==> config.mk <==
export PLATFORM = sky130hd
export DESIGN_NAME = lane_arbiter
export DESIGN_NICKNAME = d
export VERILOG_FILES = /design/src/rtl/lane_arbiter.sv
export SDC_FILE = /design/constraint.sdc
export NUM_CORES = 1
export LEC_CHECK = 0
export CAP_MARGIN = 20
export CORE_ASPECT_RATIO = 0.75
export CORE_UTILIZATION = 55
export CTS_BUF_LIST = sky130_fd_sc_hd__clkbuf_8
export DETAILED_ROUTE_END_ITERATION = 10
export GPL_TIMING_DRIVEN = 0
export PLACE_DENSITY_LB_ADDON = 0.25
export SYNTH_ARGS = -nofsm -noshare
export SYNTH_HDL_FRONTEND = slang
export SYNTH_SLANG_ARGS = --single-unit
==> constraint.sdc <==
create_clock -name clk -period 4.3 [get_ports clk]
set_clock_uncertainty 0.05 [all_clocks]
set_input_delay 0.86 -clock clk [delete_from_list [all_inputs] [get_ports clk]]
set_output_delay 0.86 -clock clk [all_outputs]
set_load 0.01 [all_outputs]
==> src/rtl/lane_arbiter.sv <==
// Two-lane occupancy arbiter: per-lane event FIFOs, round-robin grant, shared occupancy count.
// Define OCC_SAT_EN for a saturating count; by default the count wraps at 0 and MAX_COUNT.
module lane_arbiter #(
  parameter int unsigned FIFO_DEPTH = 4,
  parameter int unsigned COUNT_W    = 4,
  parameter int unsigned MAX_COUNT  = 15
) (
  input  logic               clk,
  input  logic               reset,
  input  logic               lane0_inc,
  input  logic               lane0_dec,
  input  logic               lane1_inc,
  input  logic               lane1_dec,
  output logic [COUNT_W-1:0] count,
  output logic               full,
  output logic               empty,
  output logic               busy,
  output logic               drop,
  output logic               ovf,
  output logic               unf
);

  localparam int unsigned PtrW = $clog2(FIFO_DEPTH);
  localparam logic [COUNT_W-1:0] MaxCnt   = COUNT_W'(MAX_COUNT);
  localparam logic [PtrW:0]      DepthOcc = (PtrW + 1)'(FIFO_DEPTH);
  localparam logic [PtrW-1:0]    PtrOne   = PtrW'(1);
  localparam logic [PtrW:0]      OccOne   = (PtrW + 1)'(1);
  localparam logic [COUNT_W-1:0] CntOne   = COUNT_W'(1);

  typedef enum logic {StLast0, StLast1} arb_state_e;

  arb_state_e state_q, state_d;

  logic [FIFO_DEPTH-1:0] mem_q    [2];
  logic [PtrW-1:0]       wr_ptr_q [2];
  logic [PtrW-1:0]       rd_ptr_q [2];
  logic [PtrW:0]         occ_q    [2];

  logic [1:0] push_req, push_val, push_ok, pop, not_empty, fifo_full, lost;
  logic       pop_val;

  logic [COUNT_W-1:0] count_q, count_d;
  logic               drop_q, ovf_q, ovf_d, unf_q, unf_d;

  // Simultaneous inc and dec on one lane cancel and never reach the FIFO.
  assign push_req = {lane1_inc ^ lane1_dec, lane0_inc ^ lane0_dec};
  assign push_val = {lane1_inc, lane0_inc};

  always_comb begin
    not_empty = '0;
    fifo_full = '0;
    push_ok   = '0;
    lost      = '0;
    for (int l = 0; l < 2; l++) begin
      not_empty[l] = (occ_q[l] != '0);
      fifo_full[l] = (occ_q[l] == DepthOcc);
      // A full FIFO still accepts a push when it is popped on the same edge.
      push_ok[l]   = push_req[l] && (!fifo_full[l] || pop[l]);
      lost[l]      = push_req[l] && fifo_full[l] && !pop[l];
    end
  end

  // Round-robin grant; on a tie the lane not served last wins.
  always_comb begin
    state_d = state_q;
    pop     = '0;
    if (&not_empty) begin
      if (state_q == StLast1) begin
        pop     = 2'b01;
        state_d = StLast0;
      end else begin
        pop     = 2'b10;
        state_d = StLast1;
      end
    end else if (not_empty[0]) begin
      pop     = 2'b01;
      state_d = StLast0;
    end else if (not_empty[1]) begin
      pop     = 2'b10;
      state_d = StLast1;
    end
  end

  assign pop_val = pop[1] ? mem_q[1][rd_ptr_q[1]] : mem_q[0][rd_ptr_q[0]];

  always_comb begin
    count_d = count_q;
    ovf_d   = 1'b0;
    unf_d   = 1'b0;
    if (|pop) begin
      if (pop_val) begin
        if (count_q == MaxCnt) begin
          ovf_d = 1'b1;
`ifdef OCC_SAT_EN
          count_d = count_q;
`else
          count_d = '0;
`endif
        end else begin
          count_d = count_q + CntOne;
        end
      end else begin
        if (count_q == '0) begin
          unf_d = 1'b1;
`ifdef OCC_SAT_EN
          count_d = '0;
`else
          count_d = MaxCnt;
`endif
        end else begin
          count_d = count_q - CntOne;
        end
      end
    end
  end

  always_ff @(posedge clk or posedge reset) begin
    if (reset) begin
      for (int l = 0; l < 2; l++) begin
        mem_q[l]    <= '0;
        wr_ptr_q[l] <= '0;
        rd_ptr_q[l] <= '0;
        occ_q[l]    <= '0;
      end
    end else begin
      for (int l = 0; l < 2; l++) begin
        if (push_ok[l]) begin
          mem_q[l][wr_ptr_q[l]] <= push_val[l];
          wr_ptr_q[l]           <= wr_ptr_q[l] + PtrOne;
        end
        if (pop[l]) begin
          rd_ptr_q[l] <= rd_ptr_q[l] + PtrOne;
        end
        if (push_ok[l] && !pop[l]) begin
          occ_q[l] <= occ_q[l] + OccOne;
        end else if (!push_ok[l] && pop[l]) begin
          occ_q[l] <= occ_q[l] - OccOne;
        end
      end
    end
  end

  always_ff @(posedge clk or posedge reset) begin
    if (reset) begin
      state_q <= StLast1;
    end else begin
      state_q <= state_d;
    end
  end

  always_ff @(posedge clk or posedge reset) begin
    if (reset) begin
      count_q <= '0;
      drop_q  <= 1'b0;
      ovf_q   <= 1'b0;
      unf_q   <= 1'b0;
    end else begin
      count_q <= count_d;
      drop_q  <= |lost;
      ovf_q   <= ovf_d;
      unf_q   <= unf_d;
    end
  end

  assign count = count_q;
  assign full  = (count_q == MaxCnt);
  assign empty = (count_q == '0);
  assign busy  = |not_empty;
  assign drop  = drop_q;
  assign ovf   = ovf_q;
  assign unf   = unf_q;

endmodule
==> parameters.txt <==
Parameter                              Value

Status
  Outcome    finished, final reports clean

Yosys
  Number of unique standard cell types used by synthesis    33
  Synthesized area per cell    11.63 um^2
  Net count after synthesis    161
  Syn Inst Count    about 140
  Proportion of synthesized flip-flops having asynchronous set or reset    100.0%
  Number of enable-type register cells in the synthesized netlist    0
  Post-synthesis sequential area ratio    approximately 46%
  Total of warnings raised by yosys    0
  Post-synth design cell area    between 1500 and 2000 um^2
  Flip-flop and latch count after synthesis    30
  Most used flip-flop cell after synthesis    sky130_fd_sc_hd__dfrtp_1

Clocking
  CTS sink cnt    30
  Number of buffers added by the clock tree synthesis step    5
  Post-CTS resize count    0
  H-Tree Depth    2
  Postcts setup bufs    0
  Clock root cell    sky130_fd_sc_hd__clkbuf_8
  Cts-stage hold buffer count    0
  Clock transition at path regs    0.06 ns
  Maximum buffer depth of the clock tree    2
  Clock latency at the later pin of the worst-skew pair    0.28 ns
  Clock tree from TritonCTS    built

Setup path
  Critical R2R Launch    occ_q[0]
  Cell-by-cell trace of the critical path    clkdlybuf4s50_1 > xnor2_1 > a31oi_2 > ha_1 > inv_1 > fa_1 > xor2_1 > nor2_1 > xor2_1
  Worst-case reg-to-reg path depth    9
  Data required time at the worst endpoint    4.45 ns
  Worst setup slack for register-to-register paths    1.71 ns
  Delay of the slowest cell on the worst path    around 0.56 ns
  Sort of element at the end of the critical path    flip-flop
  Highest-delay cell along the critical path    sky130_fd_sc_hd__clkdlybuf4s50_1
  CP Max Fanout    8
  Startpoint class of the critical path    primary input
  RR Endpoint    occ_q[5]
  Data arrival, critical path    between 3 and 4 ns
  Path type of the worst setup path    primary input to flip-flop
  Most numerous cell on the critical path    sky130_fd_sc_hd__xor2_1

Detailed routing
  Detail-routed via count per cell    5.310
  Iteration-0 DRC count of the detailed router    88
  Wirelength per Cell    between 10 and 15 um
  Number of remaining DRC errors    0
  Final routed wirelength across all metal layers    2799 um
  Drt first pass iters    4
  Total number of vias    about 1100
  Final ANT Viol Nets    0

Final layout
  Total area of sequential cells    752.0 um^2
  P&R area growth vs syn    18.23%
  Finished layout cell area    around 1900 um^2
  Layout filler cell count    205
  Final net count    184
  Area used by multi-input combinational logic    829.5 um^2
  Number of antenna cells inserted    0
  Fraction of layout instances using a drive strength above 1    17.07%

Pwr
  Maximum resistive drop on vdd    a little under 0.5 mV
  Power per standard cell area    842.7 nW/um^2
  Leakage power    0.8582 nW
  Final total power    0.001634 W

Job
  Number of max-cap violations    0

Placed design
  Routability congestion estimate    0.8134
  Cell area after placement    1863 um^2
  Minimum setup slack after placement    1.093 ns
  Total of buffers placed on input and output ports    15
  Detailed placer's ending HPWL    2205 um

STA
  Aggregate negative setup slack    0 ns
  Relative slew slack    about two thirds
  Transition time at the pin with the least slew margin    around 0.47 ns
  Final hold vios    0
  Final setup margin    1.366 ns
  Min Clock Period, post-route    2.934 ns
  Maximum clock frequency    between 300 and 400 MHz
  Hold Worst Slack    0.4506 ns
  Period utilization    between 60% and 70%
  Slew Viols, Final    0
  Setup repair after global routing missed its margin    no
  Final-report setup violation count    0

Floorplan
  Area of the core region    around 2700 um^2
  Std cell rows    16
  Effective utilization at floorplan    60.25%
  Horizontal extent of the die    65.06 um
  Die ar.    between 3000 and 4000 um^2
  Die boundary height    49.30 um
  IO Count    16

GRT
  Initial antenna violation count    0
  Wire length of the first global-routing pass    5181 um
  Number of global-route vias before repair    approximately 1100
  Overall fraction of global-route tracks in use    21.71%
  Largest net degree at the start of global routing    22
  Grt ovf    0

Min path
  Hold Path Cell Cnt    1
  Worst hold path type    flip-flop to flip-flop
  Startpoint of the worst hold path    rd_ptr_q[3]
  Endpoint with the worst hold slack    rd_ptr_q[3]
cell type report:
type | count | share of cell area [%]
Buffer | 2 | 0.5161
Multi-Input combinational cell | 96 | 42.77
Inverter | 13 | 2.516
Tap cell | 36 | 2.323
Clock buffer | 5 | 3.548
Timing Repair Buffer | 16 | 9.161
Sequential cell | 30 | 38.77
Clock inverter | 2 | 0.3871
kinds of logic (layout without fill, tap and decap cells):
group / Yosys count / count (layout) / synth area share, %
buffers and inverters: 15 / 38 / 3.585
AND/OR/NAND/NOR: 33 / 33 / 9.840
XOR/XNOR: 16 / 16 / 8.543
flip-flops: 30 / 30 / 45.84
adder cells (fa/ha/maj): 14 / 14 / 11.59
AO/OA/AOI/OAI: 18 / 18 / 8.391
multiplexers: 15 / 15 / 12.20
worst max-delay path by stage:
stage          startpoint       end  cells past startpoint
2_1_floorplan   lane0_dec  occ_q[5]                      8
3_3_place_gp    lane0_inc  occ_q[5]                      9
3_5_place_dp    lane0_inc  occ_q[5]                      9
4_1_cts         lane0_inc  occ_q[5]                      9
5_1_grt         lane0_inc  occ_q[5]                      9
6_report        lane0_inc  occ_q[5]                      9
cells in the final DEF (no fill, tap or decap), types with 2 or more instances in the layout:
cell	n
sky130_fd_sc_hd__clkdlybuf4s50_1	15
sky130_fd_sc_hd__a21oi_1	3
sky130_fd_sc_hd__o21ai_1	2
sky130_fd_sc_hd__nand3_1	3
sky130_fd_sc_hd__xnor2_1	12
sky130_fd_sc_hd__clkbuf_8	5
sky130_fd_sc_hd__inv_1	15
sky130_fd_sc_hd__fa_1	2
sky130_fd_sc_hd__xor2_1	4
sky130_fd_sc_hd__and2_1	3
sky130_fd_sc_hd__ha_1	12
sky130_fd_sc_hd__mux2i_1	2
sky130_fd_sc_hd__buf_2	2
sky130_fd_sc_hd__mux4_2	2
sky130_fd_sc_hd__nor2_1	6
sky130_fd_sc_hd__o21ai_0	4
sky130_fd_sc_hd__mux2_2	10
sky130_fd_sc_hd__nor3_1	3
sky130_fd_sc_hd__nand2_1	14
sky130_fd_sc_hd__dfrtp_1	29
sequential cells by signal, indices dropped and copies added, names as in the netlist:
name,cells
count,4
drop,1
mem_q,8
occ_q,6
ovf,1
rd_ptr_q,4
state_q,1
unf,1
wr_ptr_q,4
Yosys cell counts (2+ instances only):
| master | count | share of area, % |
|---|---|---|
| sky130_fd_sc_hd__a21oi_1 | 3 | 0.92 |
| sky130_fd_sc_hd__and2_1 | 3 | 1.1 |
| sky130_fd_sc_hd__buf_2 | 2 | 0.61 |
| sky130_fd_sc_hd__dfrtp_1 | 29 | 44 |
| sky130_fd_sc_hd__fa_1 | 2 | 2.4 |
| sky130_fd_sc_hd__ha_1 | 12 | 9.2 |
| sky130_fd_sc_hd__inv_1 | 13 | 3.0 |
| sky130_fd_sc_hd__mux2_2 | 10 | 6.9 |
| sky130_fd_sc_hd__mux2i_1 | 2 | 1.2 |
| sky130_fd_sc_hd__mux4_2 | 2 | 2.7 |
| sky130_fd_sc_hd__nand2_1 | 14 | 3.2 |
| sky130_fd_sc_hd__nand3_1 | 3 | 0.92 |
| sky130_fd_sc_hd__nor2_1 | 6 | 1.4 |
| sky130_fd_sc_hd__nor3_1 | 3 | 0.92 |
| sky130_fd_sc_hd__o21ai_0 | 4 | 1.2 |
| sky130_fd_sc_hd__o21ai_1 | 2 | 0.61 |
| sky130_fd_sc_hd__xnor2_1 | 12 | 6.4 |
| sky130_fd_sc_hd__xor2_1 | 4 | 2.1 |
metal layers:
layer  wire length (um)  global-route usage, %  share of wire (%)  vias up
met5                  0                      0                  0        -
met4                  7                  4.348               0.25        0
met3                136                  7.710                4.9        2
met2               1336                  35.24                 48       24
met1               1318                  28.13                 47      516
li1                   -                      -                  -      520
critical path, delay by kind of cell:
family / cells / cell delay (ns)
AND/OR/NAND/NOR: 1 / 0.11
XOR/XNOR: 3 / 0.45
buffers and inverters: 2 / 0.62
adder cells (fa/ha/maj): 2 / 0.64
AO/OA/AOI/OAI: 1 / 0.39
power by group:
group / internal [W] / leakage (nW) / switching (W)
clock: 0.000106 / 0.0466 / 0.0000960
combinational: 0.000446 / 0.455 / 0.000393
sequential: 0.000439 / 0.357 / 0.000154
per-stage QoR:
step | util [%] | instances
after floorplan | - | 141
after global placement | 67.42 | 192
after detailed placement | 68.43 | 193
after CTS | 71.23 | 200
after global routing | 71.23 | 200
final | 71.23 | 200
No activity file was read; power rests on OpenSTA's default activity.
==> edit 1: new RTL, same flow settings <==
Change the parameter `FIFO_DEPTH` from 4 to 8.
--- a/src/rtl/lane_arbiter.sv
+++ b/src/rtl/lane_arbiter.sv
@@ -3,3 +3,3 @@
 module lane_arbiter #(
-  parameter int unsigned FIFO_DEPTH = 4,
+  parameter int unsigned FIFO_DEPTH = 8,
   parameter int unsigned COUNT_W    = 4,
Function: changed (Yosys sat finds a counterexample within 10 cycles, from zero or initial values and one cycle with reset high).
==> edit 1 against the original RTL <==
  * First-iteration DRC count is 24% higher
  * Utilization decreased by 5.2 points
  * Routed wire length up 52%
  * Critical path depth down 4
  * Power rose by 45%
  * Register-to-register slack worse by 0.41 ns
  * Setup slack worse by 0.14 ns
  * Non-clock buffer count stayed put
  * Sequential cell count rose by 14
  * Count of clock-buffer cells in the layout is the same
  * Cell area grew 40%
  * Synthesized area grew 46%
==> edit 1: results (changes against the original RTL) <==
Finish
The multi-input combinational cell area came to 0.00124 mm^2 (was 830 um^2). Regs by FF count: mem_q x16, occ_q x8 (was mem_q x8, occ_q x6). The sequential cell area in the final layout is 0.00110 mm^2 (was 752 um^2). The final net count is 240 (was 184).

The post-layout instance area is 0.00271 mm^2 (was 0.00194 mm^2). The number of multi-input logic gates is 142 (was 96). The number of sequential storage elements is 44 (was 30). The fraction of layout cells with a size suffix above 1 is 22.6% (was 17.1%). The count of non-CTS inverters in the layout is 9 (was 13).

Logic synthesis
The xor and xnor area share after synthesis is 7.30% (was 8.54%). The fraction of the mapped netlist area in compound gates is 6.99% (was 8.39%). The unique cell type count in the Yosys netlist came to 45 (was 33). The adder and majority cell fraction of the synthesized area is 7.92% (was 11.6%).

The number of nets produced by synthesis was 220 (was 161). Cell types with the highest counts after synthesis: sky130_fd_sc_hd__dfrtp_1, sky130_fd_sc_hd__mux2_2, sky130_fd_sc_hd__nand2_1, sky130_fd_sc_hd__xnor2_1, sky130_fd_sc_hd__ha_1 (was sky130_fd_sc_hd__dfrtp_1, sky130_fd_sc_hd__nand2_1, sky130_fd_sc_hd__inv_1, sky130_fd_sc_hd__ha_1, sky130_fd_sc_hd__xnor2_1).

Placed design
The routability congestion estimate from global placement was 0.878 (was 0.813). The number of cells in the design after placement came to 268 (was 193). The count of input and output buffers is 13 (was 15).

The estimated wirelength of the detail-placed design came to 3090 um (was 2210 um). The pre-CTS worst setup slack is 1.00 ns (was 1.09 ns).

Critical path
The biggest fanout along the worst timing path came to 6 (was 8). The cell family with the largest share of critical-path delay is buffers and inverters (was adder cells).

Global route
The wire length of the first global-routing pass is 7310 um (was 5180 um). The combined global-route utilization of all metal layers is 21.2% (was 21.7%).

STA
The slew at the pin closest to its max-slew limit is 0.912 ns (was 0.470 ns).

Detailed routing
The sum of routed wire length over all layers is 4240 um (was 2800 um). The via count is 1,558 (was 1,062).

Clock tree
The clock slew at the register clock pins of the worst setup and hold paths was 0.09 ns (was 0.06 ns).

Run status
Status: completed (unchanged).
==> edit 1: cell count changes in the layout (fill, tap and decap cells not counted), sizes merged, moves of 3 or more <==
cell	delta
a21o	+5
dfrtp	+14
inv	-6
mux2	+10
nand2b	+4
nor2	+4
nor3	+6
nor4	+3
o21ai	-3
==> edit 1: where the power goes <==
group | leakage (nW) | internal (mW) | switching [mW]
clock | 0.0541 | 0.172 | 0.145
combinational | 0.589 | 0.649 | 0.518
sequential | 0.526 | 0.638 | 0.245
==> edit 1: final timing paths <==
| kind | to | cells past startpoint | from | slack, ns |
|---|---|---|---|---|
| max | busy | 5 | occ_q[3] | 1.22 |
| min | wr_ptr_q[2] | 1 | wr_ptr_q[2] | 0.46 |
| max reg2reg | occ_q[3] | 11 | occ_q[4] | 1.30 |
| min reg2reg | wr_ptr_q[2] | 1 | wr_ptr_q[2] | 0.46 |
| max in group asynchronous | occ_q[6] | 2 | reset | 2.60 |
| min in group asynchronous | mem_q[7] | 2 | reset | 1.03 |
==> edit 1: metrics by stage <==
stage | util, % | power [mW]
final | 66.0 | 2.37
after global routing | 66.0 | 2.56
after CTS | 66.0 | 2.38
after detailed placement | 63.3 | 2.06
after global placement | 63.3 | 1.97
after floorplan | - | 1.78
==> edit 1: logic make-up after synthesis <==
| logic type | Yosys count |
|---|---|
| multiplexers | 28 |
| flip-flops | 44 |
| AO/OA/AOI/OAI | 21 |
| AND/OR/NAND/NOR | 59 |
| XOR/XNOR | 20 |
| adder cells (fa/ha/maj) | 14 |
| buffers and inverters | 14 |
==> edit 1: per-layer routing <==
layer	vias to the layer above	global-route usage, %	routed length, um
met1	764	27.8	2020
li1	744	-	-
met4	0	9.79	86
met3	11	5.38	177
met5	-	0	0
met2	39	33.6	1960
==> edit 2: new RTL, same settings <==
Without the edit above. The output `ovf` loses its register stage (`ovf_q` becomes a continuous assignment).
--- a/src/rtl/lane_arbiter.sv
+++ b/src/rtl/lane_arbiter.sv
@@ -154,3 +154,2 @@
       drop_q  <= 1'b0;
-      ovf_q   <= 1'b0;
       unf_q   <= 1'b0;
@@ -159,3 +158,2 @@
       drop_q  <= |lost;
-      ovf_q   <= ovf_d;
       unf_q   <= unf_d;
@@ -163,2 +161,4 @@
   end
+
+  assign ovf_q = ovf_d;
 
Behaviour: not the same (Yosys sat finds a counterexample within 4 cycles, from zero or initial values and one cycle with reset high).
==> edit 2 against the original RTL <==
  * Cell area stayed put
  * Register-to-register slack better by 0.03 ns
  * Synthesized area down 1.5%
  * Sequential share of layout area is 1.3 points lower
  * Highest routed layer unchanged
  * Routed wire length increased by 2.2%
  * Clock power rose by 23%
  * Non-clock buffer count is the same
  * Sequential cell count down 1
  * Hold slack got worse by 0.016 ns
  * Critical path type is now flop to output port
  * Critical path depth down 4
  * Setup slack got worse by 0.27 ns
  * Power is 2.1% higher
==> edit 2: results (changes against the original RTL) <==
Logic synthesis
Cell types with the highest counts after synthesis: sky130_fd_sc_hd__dfrtp_1, sky130_fd_sc_hd__nand2_1, sky130_fd_sc_hd__inv_1, sky130_fd_sc_hd__ha_1, sky130_fd_sc_hd__xnor2_1 (unchanged). Ranking of synthesized cells by area: sky130_fd_sc_hd__dfrtp_1, sky130_fd_sc_hd__ha_1, sky130_fd_sc_hd__mux2_2 (unchanged). The number of warnings printed during yosys synthesis is 0 (unchanged). The xor and xnor area share after synthesis is 8.68% (was 8.54%).

The share of synthesized area spent on multiplexers is 12.4% (was 12.2%). The number of nets produced by synthesis is 160 (was 161). The unique cell type count in the Yosys netlist came to 33 (unchanged).

The share of the yosys chip area belonging to registers was 45.0% (was 45.8%). The dominant register cell in the synthesized netlist is sky130_fd_sc_hd__dfrtp_1 (unchanged). The fraction of the mapped netlist area in compound gates was 8.52% (was 8.39%).

The adder and majority cell fraction of the synthesized area is 11.8% (was 11.6%).

Pwr
The static power due to leakage is 0.852 nW (was 0.858 nW). The worst-case vdd ir drop came to 0.405 mV (was 0.494 mV).

Clock tree
The worst-skew pair later-pin latency is 0.28 ns (about the same). The root buffer cell is sky130_fd_sc_hd__clkbuf_8 (unchanged). The number of gates resized after cts is 0 (unchanged).

The post-CTS setup buffer count was 0 (unchanged). The CTS H-tree depth was 2 (unchanged).

Placed design
The estimated wirelength of the detail-placed design is 2040 um (was 2210 um). The post-place instance area is 0.00181 mm^2 (was 0.00186 mm^2). The count of input and output buffers came to 15 (unchanged).

The routability congestion estimate from global placement is 0.823 (was 0.813).

STA
The final number of setup-violating endpoints is 0 (unchanged). The worst hold-check slack was 0.435 ns (was 0.451 ns). The relative slew slack was 60.2% (was 68.6%).

Finish
The antenna diode instance count was 0 (unchanged). Regs by FF count: mem_q x8, occ_q x6 (unchanged). The filler cell count in the final layout came to 193 (was 205). The final net count was 183 (was 184).

The fraction of layout cells with a size suffix above 1 came to 18.9% (was 17.1%).

Global route
The combined global-route utilization of all metal layers is 22.0% (was 21.7%). The wire length of the first global-routing pass is 5060 um (was 5180 um). The largest net degree at the start of global routing is 30 (was 22). The number of global-route vias before repair was 1,052 (was 1,110). The number of antenna violations at the first check in global routing is 0 (unchanged).

Detailed routing
The count of TritonRoute iterations in the first routing pass was 4 (unchanged). The average wire length per cell after detail routing is 14.3 um (was 14.0 um). The violation count after the first detailed-route iteration is 54 (was 88).

The detail-routed via count per cell is 5.32 (was 5.31).

Run status
Status: completed (unchanged).

Critical path
The internal reg-to-reg setup slack is 1.74 ns (was 1.71 ns). The biggest fanout along the worst timing path was 7 (was 8).
[edit 2: final timing paths]
check / to / start / depth (start not counted)
worst min-delay path: rd_ptr_q[1] / rd_ptr_q[1] / 1
worst max-delay path: ovf / occ_q[3] / 5
min in group asynchronous: rd_ptr_q[0] / reset / 2
worst max register to register: occ_q[5] / occ_q[0] / 9
worst min register to register: rd_ptr_q[1] / rd_ptr_q[1] / 1
max in group asynchronous: state_q / reset / 3
[edit 2: power by group]
part,internal (mW),leakage [nW],total (mW),switching [mW]
clock network,0.144,0.0542,0.249,0.105
logic,0.444,0.455,0.837,0.393
registers,0.428,0.343,0.582,0.154
[edit 2: cell type report]
cell class	count	area, um^2	share of cell area [%]
plain buffers	2	10.0	0.516
clock buffers	7	96.3	4.97
clock inverters	1	5.00	0.258
inverters	13	48.8	2.52
multi-input cells	96	830	42.8
flip-flops and latches	29	727	37.5
well taps	36	45.0	2.32
repair buffers	16	178	9.16
[edit 2: worst max-delay path, cell delays in order (launching register included)]
cell and delay [ns]:
sky130_fd_sc_hd__dfrtp_1 0.47, sky130_fd_sc_hd__o31ai_4 0.41, sky130_fd_sc_hd__nand2_4 0.12, sky130_fd_sc_hd__mux2i_4 0.25
sky130_fd_sc_hd__nor3_1 0.18, sky130_fd_sc_hd__clkdlybuf4s50_1 0.57
[edit 2: per-stage QoR]
stage	instances	worst slack, ns
after CTS	199	1.08
after global routing	200	0.981
after global placement	191	1.15
after detailed placement	191	1.08
final	200	1.10
after floorplan	140	1.85
[edit 2: metal layers]
metal  up-vias  GRT usage (%)  wire length [um]
li1        515              -                 -
met1       525           28.4              1310
met2        17           33.9              1400
met3         7           8.41               108
met4         0           7.78                44
met5         -              0                 0
